[src/rtl/fetch_pkg.sv]
// Shared encodings and widths for the instruction fetch port.
package fetch_pkg;

  typedef enum logic [1:0] {
    IDLE  = 2'd0,
    RD_HI = 2'd1,
    RD_LO = 2'd2
  } fetch_state_e;

  localparam int LINE_W = 32;
  localparam int HALF_W = 16;

  localparam logic [1:0] OFS_HI = 2'b00;
  localparam logic [1:0] OFS_LO = 2'b10;

endpackage

[src/rtl/fetch_port.sv]
// Instruction fetch responder: one 32-bit line buffer refilled from a
// 16-bit handshaked memory bus in two beats (high halfword first).
module fetch_port
  import fetch_pkg::*;
#(
  parameter int ADDR_W = 16
) (
  input  logic                     clk,
  input  logic                     rst,
  input  logic [ADDR_W-1:0]        pc_in,
  input  logic                     fetch_en,
  input  logic                     flush,
  output logic [LINE_W-1:0]        fetch_opc,
  output logic                     hold,
  output logic [ADDR_W-1:0]        mem_addr,
  output logic                     mem_rd,
  input  logic                     mem_ack,
  input  logic [HALF_W-1:0]        mem_rdata
);

  fetch_state_e            state_q;
  logic                    tag_valid_q;
  logic [ADDR_W-3:0]       tag_q;
  logic [ADDR_W-3:0]       req_tag_q;
  logic [LINE_W-1:0]       line_q;
  logic                    discard_q;
  logic                    mem_rd_q;
  logic [ADDR_W-1:0]       mem_addr_q;

  logic                    hit;
  logic                    beat_done;

  assign hit       = tag_valid_q & (tag_q == pc_in[ADDR_W-1:2]);
  assign beat_done = mem_rd_q & mem_ack;
  assign hold      = fetch_en & ~(hit & (state_q == IDLE));
  assign fetch_opc = line_q;
  assign mem_addr  = mem_addr_q;
  assign mem_rd    = mem_rd_q;

  // Fill FSM; bus outputs only move on a completed beat so the request stays stable.
  always_ff @(posedge clk) begin
    if (rst) begin
      state_q     <= IDLE;
      tag_valid_q <= 1'b0;
      tag_q       <= {(ADDR_W-2){1'b0}};
      req_tag_q   <= {(ADDR_W-2){1'b0}};
      line_q      <= {LINE_W{1'b0}};
      discard_q   <= 1'b0;
      mem_rd_q    <= 1'b0;
      mem_addr_q  <= {ADDR_W{1'b0}};
    end else begin
      case (state_q)
        IDLE: begin
          if (flush) begin
            tag_valid_q <= 1'b0;
          end
          if (fetch_en && !hit) begin
            req_tag_q  <= pc_in[ADDR_W-1:2];
            mem_addr_q <= {pc_in[ADDR_W-1:2], OFS_HI};
            mem_rd_q   <= 1'b1;
            state_q    <= RD_HI;
          end
        end
        RD_HI: begin
          if (flush) begin
            discard_q <= 1'b1;
          end
          if (beat_done) begin
            line_q[LINE_W-1:HALF_W] <= mem_rdata;
            mem_addr_q              <= {req_tag_q, OFS_LO};
            state_q                 <= RD_LO;
          end
        end
        RD_LO: begin
          // A flush racing the final beat still invalidates the line being written.
          if (beat_done) begin
            line_q[HALF_W-1:0] <= mem_rdata;
            mem_rd_q           <= 1'b0;
            tag_q              <= req_tag_q;
            tag_valid_q        <= ~discard_q & ~flush;
            discard_q          <= 1'b0;
            state_q            <= IDLE;
          end else if (flush) begin
            discard_q <= 1'b1;
          end
        end
        default: begin
          state_q  <= IDLE;
          mem_rd_q <= 1'b0;
        end
      endcase
    end
  end

endmodule
[config.mk]
export PLATFORM = sky130hd
export DESIGN_NAME = fetch_port
export DESIGN_NICKNAME = d
export VERILOG_FILES = /design/src/rtl/fetch_pkg.sv /design/src/rtl/fetch_port.sv
export SDC_FILE = /design/constraint.sdc
export NUM_CORES = 1
export LEC_CHECK = 0
export ABC_AREA = 0
export BUFFER_PORTS_ARGS = -buffer_cell sky130_fd_sc_hd__buf_2
export CAP_MARGIN = 10
export CORE_MARGIN = 2
export CORE_UTILIZATION = 33
export CTS_BUF_LIST = sky130_fd_sc_hd__clkbuf_8
export CTS_CLUSTER_SIZE = 24
export DETAILED_ROUTE_END_ITERATION = 12
export MAX_ROUTING_LAYER = met4
export PLACE_DENSITY_LB_ADDON = 0.05
export RECOVER_POWER = 50
export REMOVE_ABC_BUFFERS = 1
export SYNTH_ARGS = -nofsm -noshare
export SYNTH_HDL_FRONTEND = slang
export SYNTH_SLANG_ARGS = --single-unit
[constraint.sdc]
create_clock -name clk -period 4.73 [get_ports clk]
set_input_delay 0.2365 -clock clk [delete_from_list [all_inputs] [get_ports clk]]
set_output_delay 0.2365 -clock clk [all_outputs]
set_load 0.005 [all_outputs]
==> results.sh, run 1 <==
export IMPL_rsz0062_at_grt="no"
export IMPL_multi_input_area_sq_um=1810
export IMPL_synth_area_sq_um=3650
export IMPL_hold_depth=3
export IMPL_hold_buffers=0
export IMPL_power_density_nw_per_um2=361
export IMPL_reg2reg_depth=6
export IMPL_cts_tree="built"
export IMPL_setup_viol_count_final=0
export IMPL_final_min_clock_period_ns=3.23
export IMPL_ys_flop_type="dfxtp_1"
export IMPL_nets=576
export IMPL_n_fill_cell=1154
export IMPL_cts_resized=0
export IMPL_seq_area_sq_um=1600
export IMPL_maxSlewHeadroom_pct=33.9
export IMPL_swShare_pct=27.5
export IMPL_synth_commonest_cells="108 x nand2_1, 80 x dfxtp_1, 66 x a21oi_1"
export IMPL_synth_edf_count=0
export IMPL_clk_path_buf_depth=2
export IMPL_grt_pass1_vias=3254
export IMPL_cts_buffers=9
export IMPL_antenna_cells=0
export IMPL_die_area_sq_um=11900
export IMPL_p_comb_share_pct=14.0
export IMPL_via_per_inst=5.01
export IMPL_critPathKind="reg2reg"
export IMPL_coreArea_sq_um=10800
export IMPL_fin_skew_ns=0.00775
export IMPL_layout_area_overhead_vs_synth_pct=18.6
export IMPL_pwr_share_clk_pct=39.1
export IMPL_fp_row_count=38
export IMPL_hold_viol_final=0
export IMPL_drt_pass1_iter_count=4
export IMPL_p_leak_nw=1.62
export IMPL_start_kind="register"
export IMPL_synth_area_top_cells="dfxtp_1 44%, nand2_1 11%, a21oi_1 9.1%"
export IMPL_antenna_left=0
export IMPL_yosysWarnings=0
export IMPL_synth_top_area_share_pct=43.9
export IMPL_power_mw=1.56
export IMPL_ys_types=35
export IMPL_seq_area_frac_synth_pct=43.9
export IMPL_outcome="finished clean"
export IMPL_via_count=3415
export IMPL_peakVddDrop_v=0.000162
export IMPL_htreeDepth=3
export IMPL_post_route_drc_count=0
export IMPL_period_share_pct=68.2
export IMPL_pin_count=87
export IMPL_seqPwrFrac_pct=46.9
export IMPL_dieWidth_um=109
export IMPL_start_util_pct=33.8
export IMPL_setup_tns_final_ns=0
export IMPL_synth_seq_cells=80
export IMPL_gr_usage_all_layers_pct=19.0
export IMPL_place_congestion=0.709
export IMPL_grt_start_max_net_pins=48
export IMPL_required_ns=5.02
export IMPL_drt_iter0_drc=243
export IMPL_wl_per_cell_um=15.5
export IMPL_yosysMostFrequentCell="nand2_1"
export IMPL_maxCapViolCount=0
export IMPL_critPathMaxFanout=18
export IMPL_die_h_um=109
export IMPL_grt_ovfl_total=0
export IMPL_grt_antenna_before_repair=0
export IMPL_cts_setup_buffers=0
export IMPL_clkTransAtPathRegs_ns=0.08
export IMPL_clock_latency_ns=0.37
export IMPL_worstPathArrival_ns=3.51
export IMPL_async_flop_share_pct=0
export IMPL_drive_gt1_share_pct=14.8
export IMPL_clkSinkCount=80
export IMPL_grt_pass1_wl_mm=16.6
export IMPL_worst_slew_pin_slew_ns=0.991
export IMPL_drv_slew=0
export IMPL_wl_mm=10.5
export IMPL_utilization_pct=40.1
export IMPL_root_buffer="clkbuf_8"
export IMPL_p_sw_mw=0.429
export IMPL_hold_path_class="in2reg"
export IMPL_intPower_mw=1.13
export IMPL_synth_area_leader_cell="dfxtp_1"
export IMPL_fmax_ghz=0.310
export IMPL_place_hpwl_mm=6.38
export IMPL_synthCells=475
export IMPL_avgSynthCellArea_sq_um=7.68
export IMPL_crit_path_end_kind="register"
export IMPL_port_buffers=83
power by group through the flow:
stage	clock network [mW]	registers (mW)	logic, mW
floorplan	0	0.743	0.121
global placement	0	0.746	0.215
detailed placement	0	0.748	0.219
CTS	0.628	0.732	0.220
global route	0.654	0.737	0.244
finish	0.610	0.732	0.219
sequential cells by signal (all words and copies together) (netlist names):
signal and cells:
tag_q 14, state_q 2, discard_q 1, tag_valid_q 1, fetch_opc 32, req_tag_q 14
mem_addr 15, mem_rd 1
worst max-delay path, stage by stage, from the launching register on:
cell and delay (ns):
dfxtp_1 0.32, inv_1 0.10, ha_1 0.73, nand3_1 0.84
o21ai_0 0.25, or3b_1 0.67, o22ai_1 0.22
per-layer routing:
metal / track usage, % / wire (um)
met3: 3.89 / 643
met1: 24.0 / 4980
met2: 29.5 / 4730
met5: - / 0
met4: 7.97 / 183
through the flow:
stage / setup WS [ns] / instances / hold slack (ns) / cell area [sq um]
2_1_floorplan: 1.66 / 434 / 0.301 / 3460
3_3_place_gp: 1.51 / 664 / 0.439 / 4120
3_5_place_dp: 1.47 / 664 / 0.444 / 4120
4_1_cts: 1.47 / 680 / 0.0907 / 4350
5_1_grt: 1.28 / 681 / 0.0965 / 4330
6_report: 1.50 / 681 / 0.110 / 4330
cell families (layout without fill, tap and decap cells):
logic type / after synthesis / after routing / synth area share, %
other: 1 / 1 / 0.103
multiplexers: 15 / 15 / 4.12
AO/OA/AOI/OAI: 120 / 120 / 18.4
adder cells (fa/ha/maj): 3 / 3 / 1.03
flip-flops: 80 / 80 / 43.9
buffers and inverters: 58 / 124 / 6.79
AND/OR/NAND/NOR: 184 / 184 / 22.3
XOR/XNOR: 14 / 14 / 3.36
cell type report:
| cell class | instances | area share, % |
|---|---|---|
| Multi-Input combinational cell | 337 | 41.8 |
| Clock inverter | 7 | 2.57 |
| Clock buffer | 9 | 2.86 |
| Timing Repair Buffer | 91 | 10.2 |
| Sequential cell | 80 | 37.0 |
| Tap cell | 140 | 4.05 |
| Inverter | 17 | 1.47 |
path summary, 6_finish.rpt:
check	end	start	slack, ns
setup / recovery	mem_addr[11]	state_q[1]	1.50
hold / removal	fetch_opc[31]	mem_rdata[15]	0.11
setup reg to reg	mem_addr[11]	state_q[1]	1.50
hold reg to reg	fetch_opc[5]	fetch_opc[5]	0.45
cells in the final DEF, fill, tap and decap left out, types with 6 or more instances in the layout:
cell type and count:
xnor2_1 14, nand3_1 45, clkbuf_1 29, a31oi_1 14
o22ai_1 14, mux2i_1 15, o21ai_0 18, clkbuf_8 9
inv_1 17, buf_4 6, buf_2 55, nand2_1 108
or3_1 14, a21oi_1 66, dfxtp_1 80
Note: power is estimated with default switching activity, not from simulation.
==> run 2: changes to the inputs <==
==> constraint.sdc (replaced) <==
create_clock -name clk -period 3.3 [get_ports clk]
set_input_delay 0.165 -clock clk [delete_from_list [all_inputs] [get_ports clk]]
set_output_delay 0.165 -clock clk [all_outputs]
set_load 0.005 [all_outputs]
==> run 2 against run 1 <==
Compared with the run above: sequential cell count did not move; design area is 1.0% lower; sequential power up 43%; critical path depth unchanged; worst setup slack got worse by 0.68 ns; routed wire length fell by 0.96%; total power rose by 28%; via count up 2.5%; critical endpoint is now fetch_opc[0]; fmax is 30% higher; combinational power increased by 44%; non-clock buffer count up 5; largest power group unchanged.
==> results.sh, run 2 (same netlist as run 1, synthesis figures left out) <==
export IMPL_outcome="finished clean"
export IMPL_wl_mm=10.4
export IMPL_clkSinkCount=80
export IMPL_dpl_cell_count=670
export IMPL_power_density_nw_per_um2=466
export IMPL_drt_iter0_drc=213
export IMPL_critPathTopFamily="buffers and inverters"
export IMPL_worst_slew_pin_slew_ns=1.09
export IMPL_setup_tns_final_ns=0
export IMPL_critPathKind="reg2reg"
export IMPL_startpoint="state_q[0]"
export IMPL_grt_pass1_wl_mm=16.9
export IMPL_place_congestion=0.766
export IMPL_grt_pass1_vias=3282
export IMPL_hold_buffers=0
export IMPL_r2r_end="fetch_opc[0]"
export IMPL_maxSlewHeadroom_pct=27.6
export IMPL_period_share_pct=75.1
export IMPL_p_leak_nw=1.61
export IMPL_cts_tree="built"
export IMPL_reg2reg_depth=6
export IMPL_drive_gt1_share_pct=15.2
export IMPL_drv_slew=0
export IMPL_seq_area_sq_um=1600
export IMPL_post_route_drc_count=0
export IMPL_root_buffer="clkbuf_8"
export IMPL_clock_latency_ns=0.35
export IMPL_cp_slowest_cell="clkbuf_1"
export IMPL_grt_antenna_before_repair=0
export IMPL_hold_viol_final=0
export IMPL_fp_row_count=38
export IMPL_die_area_sq_um=11900
export IMPL_clkTransAtPathRegs_ns=0.08
export IMPL_wl_per_cell_um=15.2
export IMPL_setup_viol_count_final=0
export IMPL_htreeDepth=3
export IMPL_whs_ns=0.0572
export IMPL_via_per_inst=5.10
export IMPL_die_h_um=109
export IMPL_grt_ovfl_total=0
export IMPL_port_buffers=83
export IMPL_reg2reg_from="state_q[0]"
export IMPL_antenna_left=0
export IMPL_coreArea_sq_um=10800
export IMPL_crit_path_cell_trace="inv_1 > ha_1 > and3_1 > clkbuf_1 > nand2_1 > a21oi_1"
export IMPL_start_util_pct=33.8
export IMPL_gr_usage_all_layers_pct=18.9
export IMPL_critPathMaxFanout=21
export IMPL_n_fill_cell=1149
export IMPL_grt_start_max_net_pins=82
export IMPL_pin_count=87
export IMPL_hold_path_class="in2reg"
export IMPL_maxCapViolCount=0
export IMPL_final_common_cell="nand2_1"
export IMPL_antenna_cells=0
export IMPL_dieWidth_um=109
export IMPL_fin_skew_ns=0.00874
export IMPL_multi_input_area_sq_um=1810
export IMPL_r2r_setup_slack_ns=0.82
export IMPL_endpoint="fetch_opc[0]"
export IMPL_drt_pass1_iter_count=4
export IMPL_clk_path_buf_depth=2
export IMPL_path_depth=6
export IMPL_layout_area_overhead_vs_synth_pct=17.4
export IMPL_largest_reg_flops=32
export IMPL_cts_buffers=9
export IMPL_hold_depth=3
export IMPL_required_ns=3.57
export IMPL_peakVddDrop_v=0.000169
export IMPL_start_kind="register"
export IMPL_final_min_clock_period_ns=2.48
export IMPL_cts_resized=0
export IMPL_via_count=3499
export IMPL_worstPathArrival_ns=2.75
export IMPL_final_cell_mix="108 x nand2_1, 80 x dfxtp_1, 66 x a21oi_1"
export IMPL_finalNonFillerCells=686
export IMPL_fmax_ghz=0.403
export IMPL_rsz0062_at_grt="no"
export IMPL_cts_setup_buffers=0
export IMPL_crit_path_end_kind="register"
export IMPL_place_hpwl_mm=6.38
export IMPL_cpPeakStageDelay_ns=0.86
export IMPL_crit_buf_inv=2
export IMPL_nets=581
run 2: cell types whose count changed in the layout (fill, tap and decap cells not counted):
cell	before	now
clkinv_4	0	1
buf_4	6	10
clkinv_2	2	4
clkbuf_1	29	31
buf_6	1	0
bufinv_16	3	0
run 2: worst reg2reg max path, delay by kind of cell (launching register included):
| family | cells | cell delay (ns) |
|---|---|---|
| buf+inv | 2 | 0.98 |
| compound gates | 1 | 0.15 |
| fa+ha+maj | 1 | 0.27 |
| simple gates | 2 | 0.69 |
| flops | 1 | 0.32 |
run 2: cell type report:
class                           count  area share [%]
Clock buffer                        9            2.89
Inverter                           17            1.49
Timing Repair Buffer               96            10.9
Sequential cell                    80            37.4
Multi-Input combinational cell    337            42.3
Clock inverter                      7           0.935
Tap cell                          140            4.09
run 2: routing by layer:
metal	vias up	global-route usage, %	part of all wire (%)
met5	-	-	0
met3	9	3.59	6.0
met1	1620	25.4	47
li1	1761	-	-
met4	0	6.96	0.98
met2	109	28.3	46
run 2: where the power goes:
group          leakage, nW  switching (mW)  internal [mW]
Clock               0.0899           0.363          0.267
Sequential           0.649          0.0418           1.01
Combinational        0.867           0.195          0.121
run 2: through the flow:
stage	setup WS [ns]	util [%]	area [sq um]	total power, mW
after floorplan	0.232	-	3460	1.24
after global placement	1.11	38.6	4160	1.39
after detailed placement	1.07	38.6	4160	1.39
after CTS	1.06	40.1	4330	2.03
after global routing	0.523	39.7	4280	2.11
final	0.821	39.7	4280	2.00
run 2: worst min-delay path by stage:
| stage | startpoint | endpoint | slack [ns] |
|---|---|---|---|
| 2_1_floorplan | rst | mem_addr[1] | 0.23 |
| 3_3_place_gp | mem_rdata[9] | fetch_opc[9] | 0.42 |
| 3_5_place_dp | mem_rdata[6] | fetch_opc[6] | 0.42 |
| 4_1_cts | mem_rdata[1] | fetch_opc[1] | 0.04 |
| 5_1_grt | mem_rdata[12] | fetch_opc[28] | 0.04 |
| 6_report | mem_rdata[0] | fetch_opc[16] | 0.06 |
==> run 3: changes to the inputs <==
--- a/config.mk
+++ b/config.mk
@@ -5,7 +5,7 @@
 export SDC_FILE = /design/constraint.sdc
 export NUM_CORES = 1
 export LEC_CHECK = 0
-export ABC_AREA = 0
+export ABC_AREA = 1
 export BUFFER_PORTS_ARGS = -buffer_cell sky130_fd_sc_hd__buf_2
 export CAP_MARGIN = 10
 export CORE_MARGIN = 2
==> constraint.sdc (replaced) <==
create_clock -name clk -period 2.05 [get_ports clk]
set_input_delay 0.1025 -clock clk [delete_from_list [all_inputs] [get_ports clk]]
set_output_delay 0.1025 -clock clk [all_outputs]
set_load 0.005 [all_outputs]
==> run 3 against run 2 <==
Compared with the run above: sequential share of layout area shrank 0.22 points; synthesized cell count grew 4.4%; worst hold slack lost 0.036 ns; final cell count grew 6.1%; critical endpoint is now mem_addr[2]; largest cell class is now flip-flops and latches.
==> results.sh, run 3 <==
export IMPL_async_flop_share_pct=0
export IMPL_hold_path_class="in2reg"
export IMPL_final_cell_mix="113 x nand2_1, 80 x dfxtp_1, 64 x buf_2"
export IMPL_place_congestion=0.743
export IMPL_multi_input_area_sq_um=1490
export IMPL_r2r_setup_slack_ns=0.29
export IMPL_power_density_nw_per_um2=882
export IMPL_p_leak_nw=1.96
export IMPL_min_delay_start="mem_rdata[4]"
export IMPL_clkSinkCount=80
export IMPL_synth_area_leader_cell="dfxtp_1"
export IMPL_synthCells=496
export IMPL_crit_buf_inv=2
export IMPL_cpPeakStageDelay_ns=0.34
export IMPL_seq_area_frac_synth_pct=46.1
export IMPL_largest_reg_flops=32
export IMPL_intPower_mw=2.62
export IMPL_synth_seq_cells=80
export IMPL_p_comb_share_pct=21.9
export IMPL_start_util_pct=33.8
export IMPL_p_sw_mw=1.18
export IMPL_die_area_sq_um=11400
export IMPL_yosysWarnings=0
export IMPL_reg2reg_depth=7
export IMPL_swShare_pct=31.0
export IMPL_grt_antenna_before_repair=0
export IMPL_grt_pass1_wl_mm=14.5
export IMPL_via_count=3223
export IMPL_seqPwrFrac_pct=47.0
export IMPL_period_share_pct=85.9
export IMPL_fp_row_count=37
export IMPL_seq_area_sq_um=1600
export IMPL_critPathMaxFanout=29
export IMPL_dieWidth_um=107
export IMPL_r2r_end="mem_addr[2]"
export IMPL_post_route_drc_count=0
export IMPL_ys_types=24
export IMPL_crit_path_end_kind="register"
export IMPL_yosysMostFrequentCell="nand2_1"
export IMPL_synth_commonest_cells="113 x nand2_1, 80 x dfxtp_1, 62 x nor2_1"
export IMPL_pwr_share_clk_pct=31.1
export IMPL_avgSynthCellArea_sq_um=7.00
export IMPL_outcome="finished clean"
export IMPL_coreArea_sq_um=10300
export IMPL_maxSlewHeadroom_pct=59.1
export IMPL_root_buffer="clkbuf_8"
export IMPL_reg2reg_from="state_q[1]"
export IMPL_hold_depth=3
export IMPL_rsz0062_at_grt="no"
export IMPL_synth_area_top_cells="dfxtp_1 46%, nand2_1 12%, o21ai_0 8.8%"
export IMPL_drt_pass1_iter_count=7
export IMPL_drv_slew=0
export IMPL_grt_pass1_vias=3060
export IMPL_cts_tree="built"
export IMPL_start_kind="register"
export IMPL_clock_latency_ns=0.35
export IMPL_layout_area_overhead_vs_synth_pct=24.0
export IMPL_clk_path_buf_depth=2
export IMPL_drt_iter0_drc=77
export IMPL_nets=627
export IMPL_cts_buffers=9
export IMPL_fmax_ghz=0.568
export IMPL_cp_slowest_cell="dfxtp_1"
export IMPL_worstPathArrival_ns=2.01
export IMPL_peakVddDrop_v=0.000367
export IMPL_placed_area_sq_um=4010
export IMPL_final_common_cell="nand2_1"
export IMPL_crit_path_cell_trace="inv_1 > ha_1 > inv_1 > nand2_1 > nand3_4 > nor2_1 > nor2_1"
export IMPL_synth_area_sq_um=3470
export IMPL_hold_viol_final=0
export IMPL_fin_skew_ns=0.0104
export IMPL_ys_flop_type="dfxtp_1"
export IMPL_grt_ovfl_total=0
export IMPL_antenna_left=0
export IMPL_critPathTopFamily="simple AND/OR/NAND/NOR gates"
export IMPL_maxCapViolCount=0
export IMPL_via_per_inst=4.43
export IMPL_critPathKind="reg2reg"
export IMPL_wl_mm=8.63
export IMPL_final_min_clock_period_ns=1.76
export IMPL_place_hpwl_mm=5.79
export IMPL_gr_usage_all_layers_pct=16.5
export IMPL_htreeDepth=3
export IMPL_worst_slew_pin_slew_ns=0.612
export IMPL_port_buffers=83
export IMPL_grt_start_max_net_pins=41
export IMPL_setup_viol_count_final=0
export IMPL_power_mw=3.80
export IMPL_drive_gt1_share_pct=18.6
export IMPL_antenna_cells=0
export IMPL_pin_count=87
export IMPL_n_fill_cell=1143
export IMPL_required_ns=2.30
export IMPL_synth_edf_count=0
export IMPL_wl_per_cell_um=11.9
export IMPL_final_cell_area_sq_um=4310
export IMPL_synth_top_area_share_pct=46.1
export IMPL_holdPathEnd="fetch_opc[20]"
export IMPL_clkTransAtPathRegs_ns=0.09
export IMPL_die_h_um=107
-- run 3: cell types whose count changed after synthesis, sizes merged, moves of 13 or more --
cell / change
a31oi: -13
a21oi: -18
nand3: -24
or3: -14
mux2i: -15
inv: +45
o21ai: +43
clkbuf: -13
nor2: +70
xnor2: -13
o22ai: -14
-- run 3: worst min-delay path, cell delays in order --
cell,delay (ns)
buf_2,0.09
nor2_1,0.04
nor2_1,0.10
-- run 3: worst max path at each step --
stage / start / endpoint / slack [ns] / cells after the start
5_1_grt: state_q[1] / mem_addr[15] / 0.001 / 7
4_1_cts: state_q[1] / mem_addr[4] / 0.25 / 7
3_5_place_dp: state_q[1] / mem_addr[4] / 0.27 / 7
6_report: state_q[1] / mem_addr[2] / 0.29 / 7
3_3_place_gp: state_q[1] / mem_addr[4] / 0.30 / 7
2_1_floorplan: state_q[1] / fetch_opc[16] / -0.15 / 7
-- run 3: timing repair --
item	in CTS	in global routing
setup buffers	0	0
hold buffers	14	0
endpoints found under the hold margin	14	0
gates resized for setup	0	0
-- run 3: power by group through the flow --
stage	sequential (mW)	clock (mW)	combinational, mW
final	1.79	1.18	0.831
after global routing	1.81	1.28	0.977
after CTS	1.79	1.23	0.861
after detailed placement	1.82	0	0.837
after global placement	1.82	0	0.828
after floorplan	1.83	0	0.501
-- run 3: area by class of cell --
cell class	count	share of cell area [%]
clock buffers	10	3.20
clock inverters	6	1.39
inverters	62	5.40
multi-input cells	328	34.7
flip-flops and latches	80	37.2
well taps	136	3.95
repair buffers	106	14.2
-- run 3: per-layer routing --
layer,vias up,GRT usage [%],share of wire (%)
met4,0,6.22,1.3
met2,65,26.8,46
met5,-,-,0
met3,9,3.77,4.7
li1,1727,-,-
met1,1422,20.2,48
-- run 3: cell families (layout without fill, tap and decap cells) --
logic type	Yosys count	in the layout	synth area share [%]
AND/OR/NAND/NOR	212	212	25.6
AO/OA/AOI/OAI	111	111	16.1
buffers and inverters	88	184	10.7
flip-flops	80	80	46.1
adder cells (fa/ha/maj)	3	3	1.08
other	1	1	0.108
XOR/XNOR	1	1	0.252
-- run 3: per-stage QoR --
step                      TNS (ns)  utilization, %  cells  worst slack (ns)  hold WS [ns]
after floorplan              -2.43               -    470            -0.152         0.172
after global placement           0            39.0    698             0.301         0.346
after detailed placement         0            39.0    698             0.275         0.350
after CTS                        0            42.3    728             0.252      0.000329
after global routing             0            41.9    728           0.00120       0.00537
final                            0            41.9    728             0.289        0.0215
